$ cat src/rtl/cla_sub_seq_if.sv
// Handshake bundle for the sequential borrow-lookahead subtractor.
// The master drives operands and out_ready; the slave is the subtractor.
interface cla_sub_seq_if #(
    parameter int WIDTH = 16
);
    logic             in_valid;
    logic             in_ready;
    logic [WIDTH-1:0] a;
    logic [WIDTH-1:0] b;
    logic             bin;
    logic             out_valid;
    logic             out_ready;
    logic [WIDTH-1:0] d;
    logic             bout;
    logic             ovf;

    modport master (
        output in_valid, a, b, bin, out_ready,
        input  in_ready, out_valid, d, bout, ovf
    );

    modport slave (
        input  in_valid, a, b, bin, out_ready,
        output in_ready, out_valid, d, bout, ovf
    );
endinterface

$ cat src/rtl/cla_sub_seq.sv
// Multi-cycle subtractor d = a - b - bin, one 4-bit lookahead slice per clock,
// LSB slice first; results are held until the consumer takes them.
module cla_sub_seq #(
    parameter int WIDTH = 16
) (
    input  logic         clk,
    input  logic         rst_n,
    cla_sub_seq_if.slave bus
);
    localparam int NSLICE = WIDTH / 4;
    localparam int IDX_W  = (NSLICE > 1) ? $clog2(NSLICE) : 1;

    typedef enum logic [1:0] {
        IDLE = 2'd0,
        RUN  = 2'd1,
        DONE = 2'd2
    } state_t;

    state_t             state_q, state_d;
    logic [WIDTH-1:0]   a_q, a_d;
    logic [WIDTH-1:0]   b_q, b_d;
    logic               carry_q, carry_d;
    logic [IDX_W-1:0]   idx_q, idx_d;
    logic [WIDTH-1:0]   res_q, res_d;
    logic [WIDTH-1:0]   d_q, d_d;
    logic               bout_q, bout_d;
    logic               ovf_q, ovf_d;

    logic [3:0]         a_nib;
    logic [3:0]         b_nib;
    logic [4:0]         slice;
    logic [WIDTH-1:0]   res_slice;
    logic               last_slice;

    // 4-bit lookahead add; returns {carry_out, sum}
    function automatic logic [4:0] cla4_slice(input logic [3:0] x,
                                              input logic [3:0] y,
                                              input logic       cin);
        logic [3:0] g;
        logic [3:0] p;
        logic [4:0] c;
        g    = x & y;
        p    = x ^ y;
        c[0] = cin;
        c[1] = g[0] | (p[0] & c[0]);
        c[2] = g[1] | (p[1] & g[0]) | (p[1] & p[0] & c[0]);
        c[3] = g[2] | (p[2] & g[1]) | (p[2] & p[1] & g[0])
             | (p[2] & p[1] & p[0] & c[0]);
        c[4] = g[3] | (p[3] & g[2]) | (p[3] & p[2] & g[1])
             | (p[3] & p[2] & p[1] & g[0])
             | (p[3] & p[2] & p[1] & p[0] & c[0]);
        return {c[4], p ^ c[3:0]};
    endfunction

    always_comb begin
        a_nib     = '0;
        b_nib     = '0;
        res_slice = res_q;
        for (int i = 0; i < NSLICE; i++) begin
            if (idx_q == IDX_W'(i)) begin
                a_nib = a_q[4*i +: 4];
                b_nib = b_q[4*i +: 4];
            end
        end
        // Subtraction as a + ~b + carry, where carry starts as ~bin
        slice = cla4_slice(a_nib, ~b_nib, carry_q);
        for (int i = 0; i < NSLICE; i++) begin
            if (idx_q == IDX_W'(i)) begin
                res_slice[4*i +: 4] = slice[3:0];
            end
        end
        last_slice = (idx_q == IDX_W'(NSLICE - 1));
    end

    always_comb begin
        state_d = state_q;
        a_d     = a_q;
        b_d     = b_q;
        carry_d = carry_q;
        idx_d   = idx_q;
        res_d   = res_q;
        d_d     = d_q;
        bout_d  = bout_q;
        ovf_d   = ovf_q;

        unique case (state_q)
            IDLE: begin
                if (bus.in_valid) begin
                    a_d     = bus.a;
                    b_d     = bus.b;
                    carry_d = ~bus.bin;
                    idx_d   = '0;
                    res_d   = '0;
                    state_d = RUN;
                end
            end
            RUN: begin
                res_d   = res_slice;
                carry_d = slice[4];
                if (last_slice) begin
                    d_d     = res_slice;
                    bout_d  = ~slice[4];
                    ovf_d   = (a_q[WIDTH-1] != b_q[WIDTH-1]) &&
                              (res_slice[WIDTH-1] != a_q[WIDTH-1]);
                    state_d = DONE;
                end else begin
                    idx_d = idx_q + IDX_W'(1);
                end
            end
            DONE: begin
                if (bus.out_ready) begin
                    state_d = IDLE;
                end
            end
            default: begin
                state_d = IDLE;
            end
        endcase
    end

    always_ff @(posedge clk or negedge rst_n) begin
        if (!rst_n) begin
            state_q <= IDLE;
            a_q     <= '0;
            b_q     <= '0;
            carry_q <= 1'b0;
            idx_q   <= '0;
            res_q   <= '0;
            d_q     <= '0;
            bout_q  <= 1'b0;
            ovf_q   <= 1'b0;
        end else begin
            state_q <= state_d;
            a_q     <= a_d;
            b_q     <= b_d;
            carry_q <= carry_d;
            idx_q   <= idx_d;
            res_q   <= res_d;
            d_q     <= d_d;
            bout_q  <= bout_d;
            ovf_q   <= ovf_d;
        end
    end

    // Handshake flags decode registered state only
    assign bus.in_ready  = (state_q == IDLE);
    assign bus.out_valid = (state_q == DONE);
    assign bus.d         = d_q;
    assign bus.bout      = bout_q;
    assign bus.ovf       = ovf_q;

endmodule
$ cat src/flat_wrapper.sv
// flat-port wrapper written by rule: the top's interface ports become plain ports
module cla_sub_seq_flat 
#(
    parameter int WIDTH = 16
)
  (clk, rst_n, bus_in_valid, bus_a, bus_b, bus_bin, bus_out_ready, bus_in_ready, bus_out_valid, bus_d, bus_bout, bus_ovf);
  cla_sub_seq_if #(.WIDTH(WIDTH)) bus_i ();
  input  logic clk;
  input  logic rst_n;
  input wire logic [$bits(bus_i.in_valid)-1:0] bus_in_valid;
  input wire logic [$bits(bus_i.a)-1:0] bus_a;
  input wire logic [$bits(bus_i.b)-1:0] bus_b;
  input wire logic [$bits(bus_i.bin)-1:0] bus_bin;
  input wire logic [$bits(bus_i.out_ready)-1:0] bus_out_ready;
  output wire logic [$bits(bus_i.in_ready)-1:0] bus_in_ready;
  output wire logic [$bits(bus_i.out_valid)-1:0] bus_out_valid;
  output wire logic [$bits(bus_i.d)-1:0] bus_d;
  output wire logic [$bits(bus_i.bout)-1:0] bus_bout;
  output wire logic [$bits(bus_i.ovf)-1:0] bus_ovf;
  assign bus_i.in_valid = bus_in_valid;
  assign bus_i.a = bus_a;
  assign bus_i.b = bus_b;
  assign bus_i.bin = bus_bin;
  assign bus_i.out_ready = bus_out_ready;
  assign bus_in_ready = bus_i.in_ready;
  assign bus_out_valid = bus_i.out_valid;
  assign bus_d = bus_i.d;
  assign bus_bout = bus_i.bout;
  assign bus_ovf = bus_i.ovf;
  cla_sub_seq #(.WIDTH(WIDTH)) u_core (.clk(clk), .rst_n(rst_n), .bus(bus_i));
endmodule
$ cat config.mk
export PLATFORM = sky130hd
export DESIGN_NAME = cla_sub_seq_flat
export DESIGN_NICKNAME = d
export VERILOG_FILES = /design/src/rtl/cla_sub_seq_if.sv /design/src/rtl/cla_sub_seq.sv /design/src/flat_wrapper.sv
export SDC_FILE = /design/constraint.sdc
export NUM_CORES = 1
export LEC_CHECK = 0
export CAP_MARGIN = 25
export CORE_MARGIN = 3
export CORE_UTILIZATION = 59
export CTS_BUF_LIST = sky130_fd_sc_hd__clkbuf_2
export DETAILED_ROUTE_END_ITERATION = 10
export PLACE_DENSITY = 0.88
export SYNTH_ARGS = -nofsm -noshare
export SYNTH_HDL_FRONTEND = slang
export SYNTH_SLANG_ARGS = --single-unit
$ cat constraint.sdc
create_clock -name clk -period 5 [get_ports clk]
set_input_delay 0.5 -clock clk [delete_from_list [all_inputs] [get_ports clk]]
set_output_delay 0.5 -clock clk [all_outputs]
set_load 0.02 [all_outputs]
# == After elaboration in Yosys (flattened, before gate mapping) ==
# Cells that the tools add are included.
# totals
regBits,71
latch_bits,0
memories,0
ramBits,0
output_inout_bits,20
wordCells,85
inputBits,37
mem_bits_ro,0
# op_classes
mul,0
mux,23
shifts,0
addsub,1
eq_ne,11
magnitude_cmp,0
reduce_logical,9
n_div,0
bitwise,32
# op_table
cell,count
$mux W4,12
$pmux W16 S2,1
$and A1 B1 Y1,16
$mux W16,1
$mux W2,5
$or A1 B1 Y1,10
$xor A4 B4 Y4,2
$eq A2 B2 Y1 const B,3
$ne A2 B2 Y1 const B,3
$pmux W2 S3,1
$reduce_and A2 Y1,3
$reduce_and A3 Y1,2
$and A4 B4 Y4,1
$eq A2 B1 Y1 const B,2
$logic_not A2 Y1,2
$not A4 Y4,1
$pmux W2 S2,1
$add A2 B1 Y2 const B,1
$ne A1 B1 Y1,2
$ne A2 B1 Y1 const B,1
$not A1 Y1,2
$pmux W1 S2,1
$reduce_bool A2 Y1,1
$logic_and A1 B1 Y1,1
$mux W1,1

# == Depth between registers and ports, before layout ==
# Gate-level depths: netlist of run 1.
# depth
word_depth,15
ltp_mapped,12
depth_no_buf,11

# == Least setup slack after synthesis of run 1 ==
# No wires, ideal clock.
# synth_path
kind,register to register
from,register u_core.idx_q[0]
to,"register u_core.ovf_q, in the netlist u_core.bus.ovf"
setup_slack_ps,2464
t_required_ps,4921
stages_incl_launch_ff,13
n_path_buf,2
setup_time_ps,79
arrival_ps,2456
cell_sequence,dfrtp_1 > inv_1 > ha_1 > clkbuf_1 > buf_2 > a221oi_1 > nor3_1 > a21oi_1 > ha_1 > a41oi_2 > o21ai_2 > xnor2_2 > mux2i_1
# synth_between
elab_chain_cells,15
word_cells_on_any_way,28
# synth_lines
element,line,rtl
start: declaration,cla_sub_seq.sv:23,"logic [IDX_W-1:0] idx_q, idx_d;"
start signal: assignment,cla_sub_seq.sv:137,idx_q <= idx_d;
$logic_not A2 Y1,cla_sub_seq.sv:60,if (idx_q == IDX_W'(i)) begin
$mux W4 (4 in a row),cla_sub_seq.sv:60,
$not A4 Y4,cla_sub_seq.sv:66,"slice = cla4_slice(a_nib, ~b_nib, carry_q);"
$xor A4 B4 Y4 / $and A4 B4 Y4 (equally long branches),"cla_sub_seq.sv:43, cla_sub_seq.sv:42",
"$and A1 B1 Y1, on equally long branches","cla_sub_seq.sv:47, cla_sub_seq.sv:48",
"$or A1 B1 Y1, or another cell as far along",cla_sub_seq.sv:47,c[3] = g[2] | (p[2] & g[1]) | (p[2] & p[1] & g[0])
$or A1 B1 Y1 / $and A1 B1 Y1 (equally long branches),"cla_sub_seq.sv:47, cla_sub_seq.sv:48",
$or A1 B1 Y1,cla_sub_seq.sv:48,| (p[2] & p[1] & p[0] & c[0]);
$xor A4 B4 Y4,cla_sub_seq.sv:52,"return {c[4], p ^ c[3:0]};"
$mux W4,cla_sub_seq.sv:68,if (idx_q == IDX_W'(i)) begin
$ne A1 B1 Y1,cla_sub_seq.sv:104,(res_slice[WIDTH-1] != a_q[WIDTH-1]);
$logic_and A1 B1 Y1,cla_sub_seq.sv:103,ovf_d = (a_q[WIDTH-1] != b_q[WIDTH-1]) &&
end signal: assignment,cla_sub_seq.sv:141,ovf_q <= ovf_d;
end: declaration,cla_sub_seq.sv:27,"logic ovf_q, ovf_d;"
# Parallel ways exist; a longest one is shown, timed or not.
# A chain may end at the register's enable or synchronous reset.

# == Worst setup path in the final report of run 1 ==
# layout_path
from,register u_core.idx_q[1]
to,register u_core.res_q[2]
# layout_between
elab_chain_cells,13
word_cells_on_any_way,23
# layout_lines
element,line,rtl
$logic_not A2 Y1,"cla_sub_seq.sv:60, cla_sub_seq.sv:68",
$mux W4 (4 in a row),cla_sub_seq.sv:60,
$not A4 Y4,cla_sub_seq.sv:66,
$xor A4 B4 Y4 / $and A4 B4 Y4 (equally long branches),"cla_sub_seq.sv:43, cla_sub_seq.sv:42",
$and A1 B1 Y1,cla_sub_seq.sv:46,c[2] = g[1] | (p[1] & g[0]) | (p[1] & p[0] & c[0]);
$or A1 B1 Y1 / $and A1 B1 Y1 (equally long branches),cla_sub_seq.sv:46,
$or A1 B1 Y1,cla_sub_seq.sv:46,
$xor A4 B4 Y4,cla_sub_seq.sv:52,
$mux W4 (*),cla_sub_seq.sv:68,
$pmux W16 S2 (*),cla_sub_seq.sv:86,unique case (state_q)
end signal: assignment,cla_sub_seq.sv:138,res_q <= res_d;
end: declaration,cla_sub_seq.sv:24,"logic [WIDTH-1:0] res_q, res_d;"
# Mark *: on every way between the ends. The rest lies on a longest branch, timed or not.

==> flow_metrics.env, run 1 <==
export IMPL_num_vias=2609
export IMPL_initial_core_util=0.624
export IMPL_dp_final_hpwl_um=4820
export IMPL_slew_headroom=0.428
export IMPL_total_power_uw=2930
export IMPL_routed_wl_um=6740
export IMPL_worst_setup_path_end_kind="flip-flop"
export IMPL_power_leakage_uw=0.00188
export IMPL_finalMaxSlewViolations=0
export IMPL_cts_resized=0
export IMPL_synthDistinctLibCells=37
export IMPL_numPortBuffers=56
export IMPL_syn2layout_area_growth_pct=20.9
export IMPL_required_ns=5.34
export IMPL_fin_crit_ns=3.29
export IMPL_synthSimpleGateAreaFrac=0.217
export IMPL_clk_pin_slew_ns=0.17
export IMPL_grt_antenna_before_repair=0
export IMPL_clk_latency_ns=0.47
export IMPL_cp_start_kind="flip-flop"
export IMPL_drive_gt1_frac=0.0581
export IMPL_reg2regPathDepth=11
export IMPL_ant_nets=0
export IMPL_rsz0062_at_grt="no"
export IMPL_tightest_slew_ns=0.858
export IMPL_viasPerCell=5.40
export IMPL_synth_top_family_by_area="simple AND/OR/NAND/NOR gates"
export IMPL_dieWidth_um=80.4
export IMPL_gp_congestion=0.802
export IMPL_die_y_um=80.4
export IMPL_cts_made_buffers=9
export IMPL_post_route_period_util=0.658
export IMPL_hold_viol=0
export IMPL_grt_pass1_wl_um=11200
export IMPL_ys_seq_area_frac=0.513
export IMPL_drt_pass1_iter_count=5
export IMPL_grt_most_used_layer="met2"
export IMPL_muxShareOfSynthArea=0.0310
export IMPL_finClkSkew_ns=0.0200
export IMPL_final_cells=483
export IMPL_wl_per_cell_um=14.0
export IMPL_nNetsFinal=456
export IMPL_core_mm2=0.00524
export IMPL_clockBufferDepth=2
export IMPL_dp_cells=468
export IMPL_met1_usage=0.295
export IMPL_ctsRootBufferMaster="clkbuf_2"
export IMPL_hold_class="in -> async"
export IMPL_r2r_setup_slack_ns=1.71
export IMPL_htreeDepth=3
export IMPL_cts_tree="built"
export IMPL_gr_usage_met3=0.0605
export IMPL_clkSinkCount=67
export IMPL_arrival_ns=3.63
export IMPL_irDropWorstVdd_mv=0.382
export IMPL_r2r_start="u_core.idx_q[1]"
export IMPL_ys_warn_count=0
export IMPL_grtUsageMet2=0.356
export IMPL_synth_nets=406
export IMPL_io_pins=57
export IMPL_overflow=0
export IMPL_power_density_mw_per_mm2=741
export IMPL_status="completed"
export IMPL_clock_fmax_mhz=304
export IMPL_finalSetupViolCount=0
export IMPL_synthXorXnorAreaFrac=0.0130
export IMPL_syn_area_mm2=0.00327
export IMPL_setup_worst_path_class="reg -> reg"
export IMPL_synth_avg_cell_area_um2=9.07
export IMPL_ys_ff_latch=67
export IMPL_post_cts_buffers=0
export IMPL_final_setup_tns_ns=0
export IMPL_synthAdderAreaFrac=0.0368
export IMPL_globalRouteTotalUtil=0.226
export IMPL_critPathMaxFanout=25
export IMPL_drc=0
export IMPL_synth_compound_area_frac=0.143
export IMPL_fin_worst_hold_slack_ns=0.194
export IMPL_syn_inst=360
export IMPL_max_cap_violations=0
export IMPL_hold_buffers=0
export IMPL_grt_max_degree=68
export IMPL_die_area_mm2=0.00647
export IMPL_rows=26
export IMPL_grt_pass1_vias=2443
export IMPL_first_iter_violations=217
export IMPL_insertedDiodeCount=0
export IMPL_r2r_end="u_core.res_q[2]"
## metal layers
layer  part of all wire  up-vias
met2               0.49       88
li1                   -     1295
met3              0.059       10
met1               0.44     1216
met5                  0        -
met4              0.013        0
## state kept, by name, indices dropped and copies added (netlist names)
signal	count
u_core.res_q	12
u_core.bus.bout	1
u_core.bus.ovf	1
u_core.carry_q	1
u_core.idx_q	2
u_core.b_q	16
u_core.bus.d	16
u_core.a_q	16
u_core.state_q	2
## per-stage QoR
stage,area [um^2],util,setup WS [ns]
2_1_floorplan,3270,-,2.46
3_3_place_gp,3810,0.727,1.89
3_5_place_dp,3850,0.736,1.78
4_1_cts,3920,0.749,1.74
5_1_grt,3950,0.754,1.38
6_report,3950,0.754,1.71
## placed cells by master, fill, tap and decap left out, types with 8 or more instances in the layout
cell type / synthesis / routed
nand2_1: 124 / 124
dfrtp_1: 67 / 67
clkdlybuf4s50_1: 0 / 55
o21ai_0: 28 / 28
a21oi_1: 21 / 21
nor2b_1: 14 / 14
inv_1: 10 / 10
clkbuf_2: 0 / 10
mux2i_1: 9 / 9
ha_1: 8 / 8
## power breakdown
part	switching (uW)	leakage (uW)	internal (uW)
Combinational	1010	0.000975	720
Clock	175	0.0000572	59.1
Sequential	175	0.000847	785
## worst max-delay path by stage
stage                  endpoint  slack, ns             from
3_5_place_dp    u_core.res_q[2]       1.78  u_core.idx_q[1]
3_3_place_gp   u_core.bus.d[14]       1.89  u_core.idx_q[1]
2_1_floorplan    u_core.bus.ovf       2.46  u_core.idx_q[0]
4_1_cts         u_core.res_q[2]       1.74  u_core.idx_q[1]
6_report        u_core.res_q[2]       1.71  u_core.idx_q[1]
5_1_grt         u_core.bus.d[3]       1.38  u_core.idx_q[1]
## layout make-up
| class | instances | area, um^2 |
|---|---|---|
| flip-flops and latches | 67 | 1680 |
| multi-input cells | 262 | 1450 |
| fillers | 388 | 1290 |
| repair buffers | 60 | 633 |
| well taps | 70 | 87.6 |
| clock buffers | 10 | 50.0 |
| inverters | 10 | 37.5 |
| clock inverters | 4 | 20.0 |
## cell usage after synthesis (all sizes together)
| master | instances | share of area |
|---|---|---|
| o21bai | 1 | 0.0023 |
| nand3b | 3 | 0.0069 |
| nand2b | 4 | 0.0077 |
| fa | 1 | 0.0061 |
| nor3b | 7 | 0.018 |
| a21o | 4 | 0.0092 |
| nor2 | 3 | 0.0034 |
| o31ai | 1 | 0.0023 |
| xnor2 | 3 | 0.010 |
| o21ai | 32 | 0.050 |
| ha | 8 | 0.031 |
| nor2b | 14 | 0.027 |
| mux2i | 9 | 0.028 |
| nand2 | 124 | 0.14 |
| o22ai | 4 | 0.0077 |
| mux2 | 1 | 0.0034 |
| inv | 10 | 0.011 |
| a21oi | 21 | 0.032 |
| clkbuf | 4 | 0.0046 |
| xor2 | 1 | 0.0027 |
| buf | 17 | 0.030 |
| and2 | 1 | 0.0019 |
| a41oi | 1 | 0.0050 |
| a22oi | 2 | 0.0046 |
| dfrtp | 67 | 0.51 |
| a221oi | 6 | 0.016 |
| a22o | 4 | 0.011 |
| o221ai | 1 | 0.0027 |
| nor3 | 5 | 0.0077 |
| and2b | 1 | 0.0023 |
## critical path, cell delays in order, from the launching register on
cell      delay, ns
dfrtp_1        0.43
inv_1          0.11
ha_1           0.73
nor2b_1        0.10
a221oi_1       0.29
nor3_1         0.10
a21o_1         0.19
ha_1           0.32
a21o_1         0.19
a21oi_1        0.18
xnor2_1        0.31
o21ai_0        0.20
## kinds of logic after synthesis
kind of cell / after synthesis
AND/OR/NAND/NOR: 162
AO/OA/AOI/OAI: 77
flip-flops: 67
buffers and inverters: 31
multiplexers: 10
adder cells (fa/ha/maj): 9
XOR/XNOR: 4
Note: power is estimated with default switching activity, not from simulation.
==> run 2, diff against run 1 <==
Settings changed: CORE_UTILIZATION 59 to 55, PLACE_DENSITY 0.88 to 0.83.
Clock period 5 ns to 3.3 ns, I/O delays scaled along.
==> run 2 against run 1 <==
Effect of this change: largest cell class unchanged; critical path depth unchanged; combinational power up 53%; critical path type unchanged; utilization down 4.9 points; worst setup slack worse by 1.4 ns.
==> flow_metrics.env, run 2 (synthesized netlist as in run 1, its figures left out) <==
export IMPL_power_frac_clock=0.083
export IMPL_p_switching_uw=2080
export IMPL_die_area_mm2=0.00690
export IMPL_fin_crit_ns=2.97
export IMPL_cts_resized=0
export IMPL_cts_tree="built"
export IMPL_grt_max_degree=47
export IMPL_clk_latency_ns=0.50
export IMPL_clk_pin_slew_ns=0.19
export IMPL_core_mm2=0.00564
export IMPL_clkSinkCount=67
export IMPL_wl_per_cell_um=14.3
export IMPL_hold_viol=0
export IMPL_slowest_delay_ns=0.49
export IMPL_setup_worst_path_class="reg -> reg"
export IMPL_first_iter_violations=149
export IMPL_insertedDiodeCount=0
export IMPL_hold_class="in -> async"
export IMPL_clock_fmax_mhz=337
export IMPL_dieWidth_um=83.1
export IMPL_dp_final_hpwl_um=5140
export IMPL_drt_pass1_iter_count=4
export IMPL_gp_congestion=0.888
export IMPL_ant_nets=0
export IMPL_viasPerCell=5.42
export IMPL_cp_slowest_cell="xnor2_1"
export IMPL_slew_headroom=0.499
export IMPL_irDropWorstVdd_mv=0.711
export IMPL_globalRouteTotalUtil=0.212
export IMPL_ctsRootBufferMaster="clkbuf_2"
export IMPL_cp_start_kind="flip-flop"
export IMPL_overflow=0
export IMPL_combPwrFrac=0.592
export IMPL_layout_common_cells="nand2_1, dfrtp_1, clkdlybuf4s50_1"
export IMPL_syn2layout_area_growth_pct=21.7
export IMPL_grt_pass1_vias=2593
export IMPL_die_y_um=83.1
export IMPL_finalSetupViolCount=0
export IMPL_drc=0
export IMPL_reg2regPathDepth=11
export IMPL_p_int_uw=2380
export IMPL_tightest_slew_ns=0.750
export IMPL_io_pins=57
export IMPL_power_density_mw_per_mm2=1120
export IMPL_cts_made_buffers=9
export IMPL_crit_chain="inv_1 -> ha_1 -> buf_4 -> a221oi_1 -> nor3_1 -> a21oi_1 -> ha_1 -> a21o_1 -> a21oi_1 -> xnor2_1 -> o21ai_0"
export IMPL_routed_wl_um=7040
export IMPL_required_ns=3.64
export IMPL_max_cap_violations=0
export IMPL_htreeDepth=3
export IMPL_rsz0062_at_grt="no"
export IMPL_worst_setup_path_end_kind="flip-flop"
export IMPL_total_power_uw=4450
export IMPL_p_seq_frac=0.325
export IMPL_final_setup_tns_ns=0
export IMPL_num_vias=2672
export IMPL_initial_core_util=0.579
export IMPL_drive_gt1_frac=0.0713
export IMPL_arrival_ns=3.31
export IMPL_rows=27
export IMPL_swShare=0.467
export IMPL_status="completed"
export IMPL_critPathMaxFanout=10
export IMPL_power_leakage_uw=0.00190
export IMPL_finClkSkew_ns=0.0317
export IMPL_grt_antenna_before_repair=0
export IMPL_nNetsFinal=463
export IMPL_clockBufferDepth=2
export IMPL_grt_pass1_wl_um=11800
export IMPL_final_common_cell="nand2_1"
export IMPL_numPortBuffers=56
export IMPL_finalMaxSlewViolations=0
export IMPL_post_route_period_util=0.899
run 2: layout make-up:
cell class,count,area (um^2)
flip-flops and latches,67,1680
fillers,436,1670
inverters,10,37.5
well taps,72,90.1
repair buffers,67,653
clock inverters,4,18.8
clock buffers,11,55.1
multi-input cells,262,1450
run 2: what timing repair did:
item,in CTS,in global routing
hold buffers,0,1
hold endpoints to repair,0,44
setup buffers,0,0
run 2: worst paths after layout:
check | to | startpoint | slack (ns)
setup / recovery | u_core.res_q[10] | u_core.idx_q[0] | 0.33
min in group clk | u_core.a_q[13] | bus_a[13] | 0.34
hold / removal | u_core.b_q[15] | rst_n | 0.18
hold reg to reg | u_core.a_q[9] | u_core.a_q[9] | 0.50
setup reg to reg | u_core.res_q[10] | u_core.idx_q[0] | 0.33
max in group asynchronous | u_core.res_q[1] | rst_n | 2.42
run 2: layer usage:
layer	up-vias	track usage	share of wire
met5	-	0	0
met4	0	0.103	0.027
met3	15	0.0496	0.051
met2	76	0.339	0.46
met1	1265	0.271	0.46
li1	1316	-	-
run 2: power groups by stage:
stage               clock network (uW)  logic (uW)  registers, uW
floorplan                            0        1840           1470
global placement                     0        2530           1450
detailed placement                   0        2630           1470
CTS                                373        2650           1450
global route                       407        2930           1490
finish                             369        2640           1450
run 2: critical path: cells and delay by family, from the launching register on:
family / cells / cell delay [ns]
AOI/OAI and AO/OA: 5 / 0.55
xor gates and xnor gates: 1 / 0.49
adders and majority gates: 2 / 0.71
buffers and inverters: 2 / 0.38
DFF: 1 / 0.45
and+or+nand+nor: 1 / 0.23
run 2: through the flow:
stage               hold WS [ns]   util  setup slack, ns  area [um^2]  instances
global route               0.177  0.705           0.0672         3980        493
finish                     0.183  0.705            0.333         3980        493
global placement           0.457  0.686            0.486         3870        476
floorplan                 0.0344      -            0.764         3270        360
detailed placement         0.462  0.686            0.384         3870        476
CTS                      0.00890  0.699            0.317         3950        491
